**src/rtl/axi_lite_pkg.sv**
```systemverilog
// Shared AXI4-Lite types, response codes and master FSM state encodings.
package axi_lite_pkg;

    typedef logic [11:0] addr_t;
    typedef logic [31:0] data_t;
    typedef logic [3:0]  strb_t;
    typedef logic [1:0]  resp_t;

    localparam resp_t RESP_OKAY   = 2'b00;
    localparam resp_t RESP_EXOKAY = 2'b01;
    localparam resp_t RESP_SLVERR = 2'b10;
    localparam resp_t RESP_DECERR = 2'b11;

    localparam logic [2:0] ST_IDLE       = 3'd0;
    localparam logic [2:0] ST_RADDR      = 3'd1;
    localparam logic [2:0] ST_RDATA      = 3'd2;
    localparam logic [2:0] ST_WADDR_DATA = 3'd3;
    localparam logic [2:0] ST_WRESP      = 3'd4;
    localparam logic [2:0] ST_RSP        = 3'd5;

endpackage

```
**src/rtl/axi_lite_master.sv**
```systemverilog
// Single-outstanding AXI4-Lite initiator: one command in, one AXI transaction out,
// one response back carrying data, response code and saturating latency.
module axi_lite_master
    import axi_lite_pkg::*;
#(
    parameter int LAT_W = 8
) (
    input  logic             aclk,
    input  logic             areset,
    input  logic             cmd_valid,
    output logic             cmd_ready,
    input  logic             cmd_write,
    input  addr_t            cmd_addr,
    input  data_t            cmd_wdata,
    input  strb_t            cmd_wstrb,
    output logic             rsp_valid,
    input  logic             rsp_ready,
    output logic             rsp_write,
    output data_t            rsp_rdata,
    output resp_t            rsp_resp,
    output logic [LAT_W-1:0] rsp_latency,
    output addr_t            awaddr,
    output logic             awvalid,
    input  logic             awready,
    output data_t            wdata,
    output strb_t            wstrb,
    output logic             wvalid,
    input  logic             wready,
    input  resp_t            bresp,
    input  logic             bvalid,
    output logic             bready,
    output addr_t            araddr,
    output logic             arvalid,
    input  logic             arready,
    input  data_t            rdata,
    input  resp_t            rresp,
    input  logic             rvalid,
    output logic             rready
);

    logic [2:0]       state_q, state_d;
    addr_t            addr_q, addr_d;
    data_t            wdata_q, wdata_d;
    strb_t            wstrb_q, wstrb_d;
    logic             write_q, write_d;
    logic             aw_done_q, aw_done_d;
    logic             w_done_q, w_done_d;
    data_t            rdata_q, rdata_d;
    resp_t            resp_q, resp_d;
    logic [LAT_W-1:0] lat_q, lat_d, lat_inc;

    // Every handshake below is gated by a state-only valid/ready, so none feeds back.
    assign cmd_ready = (state_q == ST_IDLE) && !areset;
    assign arvalid   = (state_q == ST_RADDR);
    assign rready    = (state_q == ST_RDATA);
    assign awvalid   = (state_q == ST_WADDR_DATA) && !aw_done_q;
    assign wvalid    = (state_q == ST_WADDR_DATA) && !w_done_q;
    assign bready    = (state_q == ST_WRESP);
    assign rsp_valid = (state_q == ST_RSP);

    assign awaddr      = addr_q;
    assign araddr      = addr_q;
    assign wdata       = wdata_q;
    assign wstrb       = wstrb_q;
    assign rsp_write   = write_q;
    assign rsp_rdata   = rdata_q;
    assign rsp_resp    = resp_q;
    assign rsp_latency = lat_q;

    logic cmd_hs, ar_hs, r_hs, aw_hs, w_hs, b_hs, aw_fin, w_fin;
    assign cmd_hs = cmd_valid && cmd_ready;
    assign ar_hs  = arvalid && arready;
    assign r_hs   = rvalid && rready;
    assign aw_hs  = awvalid && awready;
    assign w_hs   = wvalid && wready;
    assign b_hs   = bvalid && bready;
    assign aw_fin = aw_done_q || aw_hs;
    assign w_fin  = w_done_q || w_hs;

    assign lat_inc = (&lat_q) ? lat_q : lat_q + 1'b1;

    always_comb begin
        state_d   = state_q;
        addr_d    = addr_q;
        wdata_d   = wdata_q;
        wstrb_d   = wstrb_q;
        write_d   = write_q;
        aw_done_d = aw_done_q;
        w_done_d  = w_done_q;
        rdata_d   = rdata_q;
        resp_d    = resp_q;
        lat_d     = lat_q;
        case (state_q)
            ST_IDLE: begin
                if (cmd_hs) begin
                    addr_d    = cmd_addr;
                    wdata_d   = cmd_wdata;
                    wstrb_d   = cmd_wstrb;
                    write_d   = cmd_write;
                    aw_done_d = 1'b0;
                    w_done_d  = 1'b0;
                    lat_d     = '0;
                    state_d   = cmd_write ? ST_WADDR_DATA : ST_RADDR;
                end
            end
            ST_RADDR: begin
                lat_d = lat_inc;
                if (ar_hs) state_d = ST_RDATA;
            end
            ST_RDATA: begin
                lat_d = lat_inc;
                if (r_hs) begin
                    rdata_d = rdata;
                    resp_d  = rresp;
                    state_d = ST_RSP;
                end
            end
            ST_WADDR_DATA: begin
                lat_d     = lat_inc;
                aw_done_d = aw_fin;
                w_done_d  = w_fin;
                if (aw_fin && w_fin) begin
                    aw_done_d = 1'b0;
                    w_done_d  = 1'b0;
                    state_d   = ST_WRESP;
                end
            end
            ST_WRESP: begin
                lat_d = lat_inc;
                if (b_hs) begin
                    rdata_d = '0;
                    resp_d  = bresp;
                    state_d = ST_RSP;
                end
            end
            ST_RSP: begin
                if (rsp_ready) state_d = ST_IDLE;
            end
            default: state_d = ST_IDLE;
        endcase
    end

    always_ff @(posedge aclk) begin
        if (areset) begin
            state_q   <= ST_IDLE;
            addr_q    <= '0;
            wdata_q   <= '0;
            wstrb_q   <= '0;
            write_q   <= 1'b0;
            aw_done_q <= 1'b0;
            w_done_q  <= 1'b0;
            rdata_q   <= '0;
            resp_q    <= RESP_OKAY;
            lat_q     <= '0;
        end else begin
            state_q   <= state_d;
            addr_q    <= addr_d;
            wdata_q   <= wdata_d;
            wstrb_q   <= wstrb_d;
            write_q   <= write_d;
            aw_done_q <= aw_done_d;
            w_done_q  <= w_done_d;
            rdata_q   <= rdata_d;
            resp_q    <= resp_d;
            lat_q     <= lat_d;
        end
    end

endmodule
```
**config.mk**
```make
export PLATFORM = sky130hd
export DESIGN_NAME = axi_lite_master
export DESIGN_NICKNAME = d
export VERILOG_FILES = /design/src/rtl/axi_lite_pkg.sv /design/src/rtl/axi_lite_master.sv
export SDC_FILE = /design/constraint.sdc
export NUM_CORES = 1
export LEC_CHECK = 0
export CORE_ASPECT_RATIO = 0.8
export CORE_MARGIN = 3
export CORE_UTILIZATION = 40
export DETAILED_ROUTE_END_ITERATION = 8
export GPL_TIMING_DRIVEN = 0
export PLACE_DENSITY = 0.89
export SLEW_MARGIN = 20
export SYNTH_ARGS = -nofsm -noshare
export SYNTH_HDL_FRONTEND = slang
export SYNTH_SLANG_ARGS = --single-unit
```
**constraint.sdc**
```tcl
create_clock -name aclk -period 2.7 [get_ports aclk]
set_clock_uncertainty 0.2 [all_clocks]
set_input_delay 0.27 -clock aclk [delete_from_list [all_inputs] [get_ports aclk]]
set_output_delay 0.27 -clock aclk [all_outputs]
set_load 0.05 [all_outputs]
```
Word level (Yosys, flattened, before mapping)
Cells that the tools add are included.
- add/subtract/negate cells: 1
- equal/unequal tests: 12
- multiplexer cells: 22
- reduce and logical (&&, ||, !) cells: 26
- operator list (kind ; count):
    two-way mux 32 bit ; 2
    case mux 32 bit (2 select lines) ; 1
    two-way mux 3 bit ; 6
    case mux 3 bit (6 select lines) ; 1
    two-way mux 8 bit ; 2
    case mux 8 bit (2 select lines) ; 1
    logical AND 1 bit ; 10
    != test 2 x 1 -> 1 bit, second input constant ; 5
    adder 8 x 1 -> 8 bit, second input constant ; 1
    AND reduction 8 bit ; 1
    equality test 3 x 2 -> 1 bit, second input constant ; 2
    equality test 3 bit, second input constant ; 2
    two-way mux 2 bit ; 3
    AND reduction 3 bit ; 2
    AND reduction 6 bit ; 1
    nonzero test 2 bit ; 3
    != test 2 bit, second input constant ; 2
    case mux 1 bit (2 select lines) ; 2
    case mux 2 bit (2 select lines) ; 1
    AND reduction 2 bit ; 2
    OR reduction 4 bit ; 1
    equality test 3 x 1 -> 1 bit, second input constant ; 1
    zero test 1 bit ; 3
    zero test 3 bit ; 1
    other kinds (2) ; 5
- register bits: 96
- bits of input ports: 94
- output and inout bits: 110
- word-level logic and storage cells: 71

Depth between registers and ports, before layout
Gate-level depths: netlist of the first run.
- depth in word-level cells: 7
- gate-level depth with buffers: 7
- mapped depth without buffers: 5

Least setup slack after synthesis of the first run
Ideal clock, no wire load.
- path kind: register -> register
- from: register state_q[0]
- to: register rdata_q[22], in the netlist rsp_rdata[22]
- library setup time: 0.128 ns
- arrival time: 1.871 ns
- required time: 2.372 ns
- setup slack: 0.501 ns
- cell stages (with the launch flop): 7
- path buffers: 2
- clock period less this slack: 2.199 ns
- cells stage by stage: dfxtp_1 > buf_6 > nor3b_2 > a21oi_2 > buf_2 > a22oi_1 > nor2_1
- longest elaborated chain between the ends: 4
- elaborated cells on any way between the ends: 9
- classes of those cells: eq/ne: 4; mux: 1; reduce/logical: 4
- RTL lines (what ; line ; RTL):
    from (decl) ; axi_lite_master.sv:41 ; logic [2:0] state_q, state_d;
    from (signal assigned) ; axi_lite_master.sv:156 ; state_q <= state_d;
    equality test 3 bit * ; axi_lite_master.sv:58 ; assign bready = (state_q == ST_WRESP);
    named net bready ; axi_lite_master.sv:31 ; output logic bready,
    logical AND 1 bit ; axi_lite_master.sv:76 ; assign b_hs = bvalid && bready;
    != test 2 x 1 -> 1 bit (no source line) ; n/a ;
    AND reduction 3 bit (no source line) ; n/a ;
    to (signal assigned) ; axi_lite_master.sv:163 ; rdata_q <= rdata_d;
    to (decl) ; axi_lite_master.sv:48 ; data_t rdata_q, rdata_d;
Mark *: on every way through the listed nets, which the timed path passes. The rest lies on a longest branch.
A chain may end at the register's enable or synchronous reset.

Worst setup path in the final report of the first run
- from: register state_q[0]
- to: output port bready
- longest elaborated chain between the ends: 1
- RTL lines (what ; line):
    equality test 3 bit ; axi_lite_master.sv:58
    to (decl) ; axi_lite_master.sv:31
Every way passes these cells.

==> report_table.html, run 1 <==
<table>
<tr><th>Metric</th><th>Value</th></tr>
<tr><th colspan="2">Outcome</th></tr>
<tr><td>Run status</td><td>complete, no violations</td></tr>
<tr><th colspan="2">Yosys</th></tr>
<tr><td>Share of the synthesized netlist area taken by xor and xnor gates</td><td>0%</td></tr>
<tr><td>Post-Syn Nets</td><td>between 500 and 600</td></tr>
<tr><td>Number of synthesis warnings</td><td>0</td></tr>
<tr><td>Area share of fa/ha/maj cells after synthesis</td><td>0.338%</td></tr>
<tr><td>Proportion of register bits with asynchronous set or reset after synthesis</td><td>0%</td></tr>
<tr><td>Dominant combinational cell family by area after synthesis</td><td>simple AND/OR/NAND/NOR gates</td></tr>
<tr><td>Synthesized-area fraction occupied by and/or/nand/nor cells</td><td>27.4%</td></tr>
<tr><td>Primary flip-flop cell chosen by synthesis mapping</td><td>dfxtp_1</td></tr>
<tr><td>Synth top area share</td><td>between 50% and 60%</td></tr>
<tr><td>Number of enable-type register cells in the synthesized netlist</td><td>0</td></tr>
<tr><td>Sequential share of the synthesized area</td><td>just over 50%</td></tr>
<tr><td>Complex-gate fraction of the synthesized area</td><td>12.0%</td></tr>
<tr><td>Post-synthesis average cell area</td><td>between 8 and 9 um2</td></tr>
<tr><td>Number of library cell types mapped by synthesis</td><td>45</td></tr>
<tr><td>Mux contribution to synthesized area</td><td>under 10%</td></tr>
<tr><td>Post-Synthesis Cell Area</td><td>0.00370 mm2</td></tr>
<tr><td>Cells taking the most area after synthesis</td><td>dfxtp_1 52%, nand2_1 10%, nand3_1 7.9%</td></tr>
<tr><td>Syn Inst Count</td><td>440</td></tr>
<tr><td>Cell taking the most area after synthesis</td><td>dfxtp_1</td></tr>
<tr><td>Number of synthesized register bits</td><td>96</td></tr>
<tr><th colspan="2">Global routing</th></tr>
<tr><td>Pin count of the biggest net entering global routing</td><td>17</td></tr>
<tr><td>Total routing usage reported by global routing</td><td>22.9%</td></tr>
<tr><td>Antenna violations before repair</td><td>0</td></tr>
<tr><td>Number of global-route vias before repair</td><td>roughly 4000</td></tr>
<tr><td>First-pass GRT wire length</td><td>just under 20000 um</td></tr>
<tr><td>Overflow left after global routing</td><td>0</td></tr>
<tr><th colspan="2">Place</th></tr>
<tr><td>Number of buffers added on ports</td><td>roughly 200</td></tr>
<tr><td>Estimated wirelength of the detail-placed design</td><td>roughly 9400 um</td></tr>
<tr><td>Area after DPL</td><td>a little under 0.006 mm2</td></tr>
<tr><td>Global placer's final weighted congestion</td><td>about 0.80</td></tr>
<tr><th colspan="2">CTS</th></tr>
<tr><td>CTS Buf Count</td><td>9</td></tr>
<tr><td>Maximum root-to-sink buffer count</td><td>2</td></tr>
<tr><td>Root Buffer Master</td><td>clkbuf_16</td></tr>
<tr><td>Sinks on the clock net</td><td>96</td></tr>
<tr><td>Clock transition at path regs</td><td>0.07 ns</td></tr>
<tr><td>Post-CTS setup buffer count</td><td>0</td></tr>
<tr><td>H-tree lvl count</td><td>3</td></tr>
<tr><td>TritonCTS clock tree</td><td>done</td></tr>
<tr><td>Later-pin clock latency in the skew report</td><td>roughly 0.33 ns</td></tr>
<tr><th colspan="2">Floorplan</th></tr>
<tr><td>Number of top-level design ports</td><td>between 200 and 250</td></tr>
<tr><td>Number of standard-cell rows in the floorplan</td><td>30</td></tr>
<tr><td>Die height</td><td>a little over 90 um</td></tr>
<tr><td>Area of the die</td><td>0.0104 mm2</td></tr>
<tr><td>Initial Utilization</td><td>between 40% and 50%</td></tr>
<tr><td>Die extent in x</td><td>113 um</td></tr>
<tr><td>Area of the placeable core</td><td>0.00875 mm2</td></tr>
<tr><th colspan="2">Finish</th></tr>
<tr><td>Count of antenna diodes in the layout</td><td>0</td></tr>
<tr><td>Net count of the finished layout</td><td>around 750</td></tr>
<tr><td>Cell area after layout</td><td>0.00616 mm2</td></tr>
<tr><td>Fraction of layout instances using a drive strength above 1</td><td>between 8 and 9%</td></tr>
<tr><td>Syn-to-layout area delta</td><td>66.6%</td></tr>
<tr><td>Finished Core Util</td><td>a little over two thirds</td></tr>
<tr><th colspan="2">Critical path</th></tr>
<tr><td>Crit-path max FO</td><td>10</td></tr>
<tr><td>Category of the worst setup path launch point</td><td>flop</td></tr>
<tr><td>Data required time of the critical path</td><td>~2.2 ns</td></tr>
<tr><td>CP Class</td><td>flop to output pin</td></tr>
<tr><td>CP endpoint kind</td><td>output pin</td></tr>
<tr><td>CP arrival</td><td>between 2 and 2.5 ns</td></tr>
<tr><th colspan="2">Drt</th></tr>
<tr><td>Total wirelength of the detailed-routed design</td><td>12000 um</td></tr>
<tr><td>DRC violation count after routing</td><td>0</td></tr>
<tr><td>Final routed wire length divided by cell count</td><td>15.6 um</td></tr>
<tr><td>Routed vias</td><td>a little under 4000</td></tr>
<tr><td>DRC marker count from the first detailed-route iteration</td><td>between 150 and 200</td></tr>
<tr><td>Post-route antenna net violation count</td><td>0</td></tr>
<tr><td>Average vias per placed instance</td><td>just over 5</td></tr>
<tr><td>TritonRoute pass-1 iters</td><td>5</td></tr>
<tr><th colspan="2">Timing</th></tr>
<tr><td>Relative slew margins</td><td>between 60% and 70%</td></tr>
<tr><td>Total negative slack</td><td>0 ns</td></tr>
<tr><td>Final Cycle Share</td><td>a little over nine tenths</td></tr>
<tr><td>RSZ-0062 raised after global routing</td><td>false</td></tr>
<tr><td>Slew Viols, Final</td><td>0</td></tr>
<tr><td>Minimum period implied by the final worst setup slack</td><td>about 2.6 ns</td></tr>
<tr><td>Slew @ Worst Pin</td><td>roughly 0.54 ns</td></tr>
<tr><td>Final hold violation count</td><td>0</td></tr>
<tr><td>Setup-failing EPs final</td><td>0</td></tr>
<tr><td>Achievable Freq</td><td>0.387 GHz</td></tr>
<tr><th colspan="2">Pwr</th></tr>
<tr><td>Largest vdd supply drop</td><td>between 0.0005 and 0.0006 V</td></tr>
<tr><td>Pwr per Cell Area</td><td>914 mW/mm2</td></tr>
<tr><td>Static Leakage</td><td>~2.5 nW</td></tr>
<tr><th colspan="2">Flow run</th></tr>
<tr><td>Max_cap viols</td><td>0</td></tr>
<tr><th colspan="2">Worst hold path</th></tr>
<tr><td>Hold crit path type</td><td>flop to flop</td></tr>
</table>
[flip-flops by register name, summed over array words and instances (netlist names)]
name         flops
rsp_resp         2
rsp_rdata       32
wstrb            4
w_done_q         1
araddr          12
wdata           32
state_q          3
rsp_write        1
aw_done_q        1
rsp_latency      8
[cell usage after synthesis, drive strengths merged (2+ instances only)]
| library cell | number |
|---|---|
| o211ai | 2 |
| nand2b | 2 |
| nor3 | 4 |
| or3 | 6 |
| nand2 | 103 |
| clkbuf | 15 |
| nor2 | 42 |
| buf | 28 |
| dfxtp | 96 |
| a22oi | 32 |
| nor3b | 3 |
| mux2i | 3 |
| nand3 | 58 |
| mux2 | 2 |
| inv | 4 |
| o21ai | 7 |
| a21oi | 11 |
| o31ai | 3 |
| o22a | 2 |
[metrics by stage]
step | total power, mW | setup slack (ns) | hold WS (ns) | instances
floorplan | 3.52 | 0.501 | 0.169 | 440
global placement | 4.36 | 0.439 | 0.241 | 754
detailed placement | 4.43 | 0.390 | 0.246 | 754
CTS | 5.66 | 0.00802 | 0.257 | 770
global route | 5.88 | 0.0400 | 0.267 | 770
finish | 5.63 | 0.116 | 0.252 | 770
[report_power, final]
part	internal, mW	total [mW]	switching (mW)	leakage (nW)
clock network	0.682	1.23	0.549	0.143
registers	1.66	1.81	0.152	0.783
logic	0.912	2.58	1.67	1.62
total	3.26	5.63	2.37	2.54
[cell usage in the layout, fill, tap and decap left out, types with 2 or more instances in the layout]
master / Yosys / layout
clkbuf_1: 15 / 15
a21oi_1: 10 / 10
buf_2: 12 / 12
o21ai_0: 5 / 5
nand3_1: 58 / 58
or3_1: 6 / 6
mux2i_1: 3 / 3
a22oi_1: 32 / 32
clkbuf_16: 0 / 9
buf_4: 14 / 14
mux2_2: 2 / 2
dlymetal6s2s_1: 0 / 3
o22a_1: 2 / 2
inv_6: 0 / 2
dfxtp_1: 96 / 96
nand2_1: 103 / 103
o31ai_1: 3 / 3
nor2_1: 42 / 42
clkbuf_8: 0 / 2
nor3b_1: 2 / 2
inv_1: 4 / 4
nor3_1: 3 / 3
clkdlybuf4s50_1: 0 / 199
nand2b_1: 2 / 2
[cells by family after synthesis]
kind of cell,Yosys count
AO/OA/AOI/OAI,62
AND/OR/NAND/NOR,228
adder cells (fa/ha/maj),1
buffers and inverters,48
flip-flops,96
multiplexers,5
[final timing paths]
| kind | startpoint | to | slack, ns | depth (start not counted) |
|---|---|---|---|---|
| worst max-delay path | state_q[0] | bready | 0.12 | 3 |
| worst min-delay path | wstrb[0] | wstrb[0] | 0.25 | 2 |
| worst max register to register | state_q[1] | rsp_rdata[8] | 0.68 | 6 |
| worst min register to register | wstrb[0] | wstrb[0] | 0.25 | 2 |
[final cells by class]
| cell class | instances | area, um2 |
|---|---|---|
| Sequential cell | 96 | 1920 |
| Inverter | 5 | 18.8 |
| Clock inverter | 5 | 38.8 |
| Fill cell | 708 | 2590 |
| Timing Repair Buffer | 202 | 2030 |
| Buffer | 43 | 236 |
| Multi-Input combinational cell | 296 | 1520 |
| Tap cell | 112 | 140 |
| Clock buffer | 11 | 253 |
[critical path, cell delays in order, from the launching register on]
cell and delay (ns):
dfxtp_1 0.34, buf_6 0.15, nor3b_2 0.41, clkdlybuf4s50_1 0.89
[timing repair]
action	in CTS	in global routing
hold buffers	0	0
endpoints found under the setup margin	0	3
gates resized for setup	0	3
[routing by layer]
layer / part of all wire, % / vias to the layer above / GRT usage, %
met5: 0 / - / 0
met3: 5.9 / 22 / 6.27
met4: 2.5 / 0 / 7.51
met1: 40 / 1865 / 26.8
met2: 51 / 146 / 40.3
li1: - / 1913 / -
(Power assumes the default switching activity.)
==> run 2: changes to the inputs <==
--- a/config.mk
+++ b/config.mk
@@ -7,11 +7,11 @@
 export LEC_CHECK = 0
 export CORE_ASPECT_RATIO = 0.8
 export CORE_MARGIN = 3
-export CORE_UTILIZATION = 40
+export CORE_UTILIZATION = 39
 export DETAILED_ROUTE_END_ITERATION = 8
 export GPL_TIMING_DRIVEN = 0
-export PLACE_DENSITY = 0.89
-export SLEW_MARGIN = 20
+export PLACE_DENSITY = 0.87
+export SLEW_MARGIN = 40
 export SYNTH_ARGS = -nofsm -noshare
 export SYNTH_HDL_FRONTEND = slang
 export SYNTH_SLANG_ARGS = --single-unit
==> constraint.sdc (replaced) <==
create_clock -name aclk -period 2.56 [get_ports aclk]
set_clock_uncertainty 0.2 [all_clocks]
set_input_delay 0.256 -clock aclk [delete_from_list [all_inputs] [get_ports aclk]]
set_output_delay 0.256 -clock aclk [all_outputs]
set_load 0.05 [all_outputs]
==> run 2 against run 1 <==
  * Worst hold slack gained 0.0047 ns
  * Clock power grew 8%
  * Worst setup slack lost 0.010 ns
  * Die area grew 2.4%
  * Cell count grew 0.39%
  * Wire length shrank 3.7%
  * Utilization shrank 3.1 points
  * Highest routed layer unchanged
  * Sequential power grew 6%
  * Power grew 5.8%
  * Critical endpoint is now rready
==> report_table.html, run 2 (synthesis results as in run 1) <==
<table>
<tr><th>Metric</th><th>Value</th></tr>
<tr><th colspan="2">Flow run</th></tr>
<tr><td>Max_cap viols</td><td>0</td></tr>
<tr><th colspan="2">Pwr</th></tr>
<tr><td>Total power</td><td>5.95 mW</td></tr>
<tr><td>Switching Power</td><td>2.46 mW</td></tr>
<tr><td>Switching share of power</td><td>41.3%</td></tr>
<tr><td>Pwr per Cell Area</td><td>slightly below 1000 mW/mm2</td></tr>
<tr><td>Static Leakage</td><td>2.54 nW</td></tr>
<tr><td>Clock network power share</td><td>approximately 22%</td></tr>
<tr><td>Largest vdd supply drop</td><td>roughly 0.00048 V</td></tr>
<tr><td>Internal cell power</td><td>3.49 mW</td></tr>
<tr><td>Comb power frac</td><td>between 40% and 50%</td></tr>
<tr><td>Sequential fraction of design power</td><td>32.1%</td></tr>
<tr><th colspan="2">Drt</th></tr>
<tr><td>Top layer in use</td><td>met4</td></tr>
<tr><td>Post-route antenna net violation count</td><td>0</td></tr>
<tr><td>DRC marker count from the first detailed-route iteration</td><td>170</td></tr>
<tr><td>Routed vias</td><td>slightly below 4000</td></tr>
<tr><td>Total wirelength of the detailed-routed design</td><td>11600 um</td></tr>
<tr><td>TritonRoute pass-1 iters</td><td>4</td></tr>
<tr><td>Metal3 WL</td><td>689 um</td></tr>
<tr><td>Average vias per placed instance</td><td>roughly 5</td></tr>
<tr><td>WL met2</td><td>5770 um</td></tr>
<tr><td>DRC violation count after routing</td><td>0</td></tr>
<tr><td>Post-route met1 wirelength</td><td>around 4800 um</td></tr>
<tr><td>Final routed wire length divided by cell count</td><td>roughly 15 um</td></tr>
<tr><th colspan="2">Finish</th></tr>
<tr><td>Most frequent cells in the layout</td><td>197 x clkdlybuf4s50_1, 103 x nand2_1, 96 x dfxtp_1</td></tr>
<tr><td>Fraction of layout instances using a drive strength above 1</td><td>under 10%</td></tr>
<tr><td>Syn-to-layout area delta</td><td>66.7%</td></tr>
<tr><td>Most common cell after layout, fill and taps aside</td><td>clkdlybuf4s50_1</td></tr>
<tr><td>Count of antenna diodes in the layout</td><td>0</td></tr>
<tr><td>Finished Layout Cells</td><td>approximately 770</td></tr>
<tr><td>Area taken by flip-flops and latches</td><td>0.00192 mm2</td></tr>
<tr><td>Area of the multi-input gates</td><td>~0.0015 mm2</td></tr>
<tr><td>Net count of the finished layout</td><td>748</td></tr>
<tr><td>Filler instances</td><td>roughly 750</td></tr>
<tr><th colspan="2">CTS</th></tr>
<tr><td>Root Buffer Master</td><td>clkbuf_16</td></tr>
<tr><td>Maximum root-to-sink buffer count</td><td>2</td></tr>
<tr><td>Sinks on the clock net</td><td>96</td></tr>
<tr><td>Later-pin clock latency in the skew report</td><td>0.32 ns</td></tr>
<tr><td>TritonCTS clock tree</td><td>done</td></tr>
<tr><td>H-tree lvl count</td><td>3</td></tr>
<tr><td>Total of hold buffers inserted after clock tree synthesis</td><td>0</td></tr>
<tr><td>Clock transition at path regs</td><td>0.06 ns</td></tr>
<tr><td>Post-CTS setup buffer count</td><td>0</td></tr>
<tr><td>CTS Buf Count</td><td>9</td></tr>
<tr><td>Post-cts gate resize count</td><td>3</td></tr>
<tr><th colspan="2">Critical path</th></tr>
<tr><td>CP endpoint kind</td><td>output pin</td></tr>
<tr><td>Category of the worst setup path launch point</td><td>flop</td></tr>
<tr><td>CP Class</td><td>flop to output pin</td></tr>
<tr><td>CP arrival</td><td>about 2.0 ns</td></tr>
<tr><td>Data required time of the critical path</td><td>around 2.1 ns</td></tr>
<tr><td>Crit-path max FO</td><td>10</td></tr>
<tr><th colspan="2">Timing</th></tr>
<tr><td>Minimum period implied by the final worst setup slack</td><td>2.45 ns</td></tr>
<tr><td>Slew @ Worst Pin</td><td>0.545 ns</td></tr>
<tr><td>Worst setup margin</td><td>approximately 0.11 ns</td></tr>
<tr><td>Relative slew margins</td><td>between 60% and 70%</td></tr>
<tr><td>Final Cycle Share</td><td>a little over nine tenths</td></tr>
<tr><td>Total negative slack</td><td>0 ns</td></tr>
<tr><td>Final hold violation count</td><td>0</td></tr>
<tr><td>Setup-failing EPs final</td><td>0</td></tr>
<tr><td>RSZ-0062 raised after global routing</td><td>false</td></tr>
<tr><td>Slew Viols, Final</td><td>0</td></tr>
<tr><td>Achievable Freq</td><td>between 0.4 and 0.5 GHz</td></tr>
<tr><th colspan="2">Global routing</th></tr>
<tr><td>Overflow left after global routing</td><td>0</td></tr>
<tr><td>Antenna violations before repair</td><td>0</td></tr>
<tr><td>Number of global-route vias before repair</td><td>~3800</td></tr>
<tr><td>Pin count of the biggest net entering global routing</td><td>16</td></tr>
<tr><td>Total routing usage reported by global routing</td><td>20.7%</td></tr>
<tr><td>First-pass GRT wire length</td><td>roughly 18000 um</td></tr>
<tr><th colspan="2">Floorplan</th></tr>
<tr><td>Area of the die</td><td>between 0.01 and 0.015 mm2</td></tr>
<tr><td>Die extent in x</td><td>around 110 um</td></tr>
<tr><td>Area of the placeable core</td><td>0.00915 mm2</td></tr>
<tr><td>Number of top-level design ports</td><td>around 200</td></tr>
<tr><td>Number of standard-cell rows in the floorplan</td><td>31</td></tr>
<tr><td>Initial Utilization</td><td>between 40 and 50%</td></tr>
<tr><td>Die height</td><td>approximately 93 um</td></tr>
<tr><th colspan="2">Place</th></tr>
<tr><td>Minimum setup slack after placement</td><td>0.277 ns</td></tr>
<tr><td>Number of buffers added on ports</td><td>approximately 200</td></tr>
<tr><td>Placed cells</td><td>roughly 760</td></tr>
<tr><td>Estimated wirelength of the detail-placed design</td><td>between 9000 and 10000 um</td></tr>
<tr><td>Global placer's final weighted congestion</td><td>0.829</td></tr>
<tr><th colspan="2">Worst hold path</th></tr>
<tr><td>Hold crit path type</td><td>flop to flop</td></tr>
<tr><th colspan="2">Outcome</th></tr>
<tr><td>Run status</td><td>complete, no violations</td></tr>
</table>
==> run 2: power by group through the flow <==
| stage | Combinational, mW | Clock [mW] | Sequential, mW |
|---|---|---|---|
| 2_1_floorplan | 0.958 | 0 | 2.75 |
| 3_3_place_gp | 2.67 | 0 | 1.92 |
| 3_5_place_dp | 2.72 | 0 | 1.94 |
| 4_1_cts | 2.72 | 1.36 | 1.91 |
| 5_1_grt | 2.85 | 1.43 | 1.94 |
| 6_report | 2.71 | 1.33 | 1.91 |
==> run 2: metrics by stage <==
step	util [%]	cell area, um2	hold slack (ns)
2_1_floorplan	-	3700	0.155
4_1_cts	67.3	6160	0.255
5_1_grt	67.3	6160	0.268
6_report	67.3	6160	0.257
3_3_place_gp	64.1	5860	0.242
3_5_place_dp	64.1	5860	0.247
==> run 2: final cells by class <==
type / count / area share (%)
Buffer: 43 / 3.84
Clock buffer: 12 / 4.00
Clock inverter: 4 / 0.873
Inverter: 5 / 0.304
Multi-Input combinational cell: 296 / 24.7
Sequential cell: 96 / 31.2
Tap cell: 115 / 2.33
Timing Repair Buffer: 202 / 32.8
==> run 2: final timing paths <==
check | start | end | slack [ns] | cells after the start
worst max-delay path | state_q[1] | rready | 0.11 | 3
worst min-delay path | wdata[0] | wdata[0] | 0.26 | 2
worst max register to register | state_q[2] | wdata[25] | 0.60 | 7
worst min register to register | wdata[0] | wdata[0] | 0.26 | 2
==> run 2: worst max-delay path, cell delays in order, from the launching register on <==
cell             delay [ns]
dfxtp_1                0.39
buf_2                  0.23
nor3b_1                0.19
clkdlybuf4s50_1        0.86
==> run 2: layer usage <==
layer / track usage, % / up-vias
li1: - / 1914
met1: 25.4 / 1847
met2: 35.2 / 128
met3: 5.30 / 21
met4: 7.33 / 0
met5: 0 / -
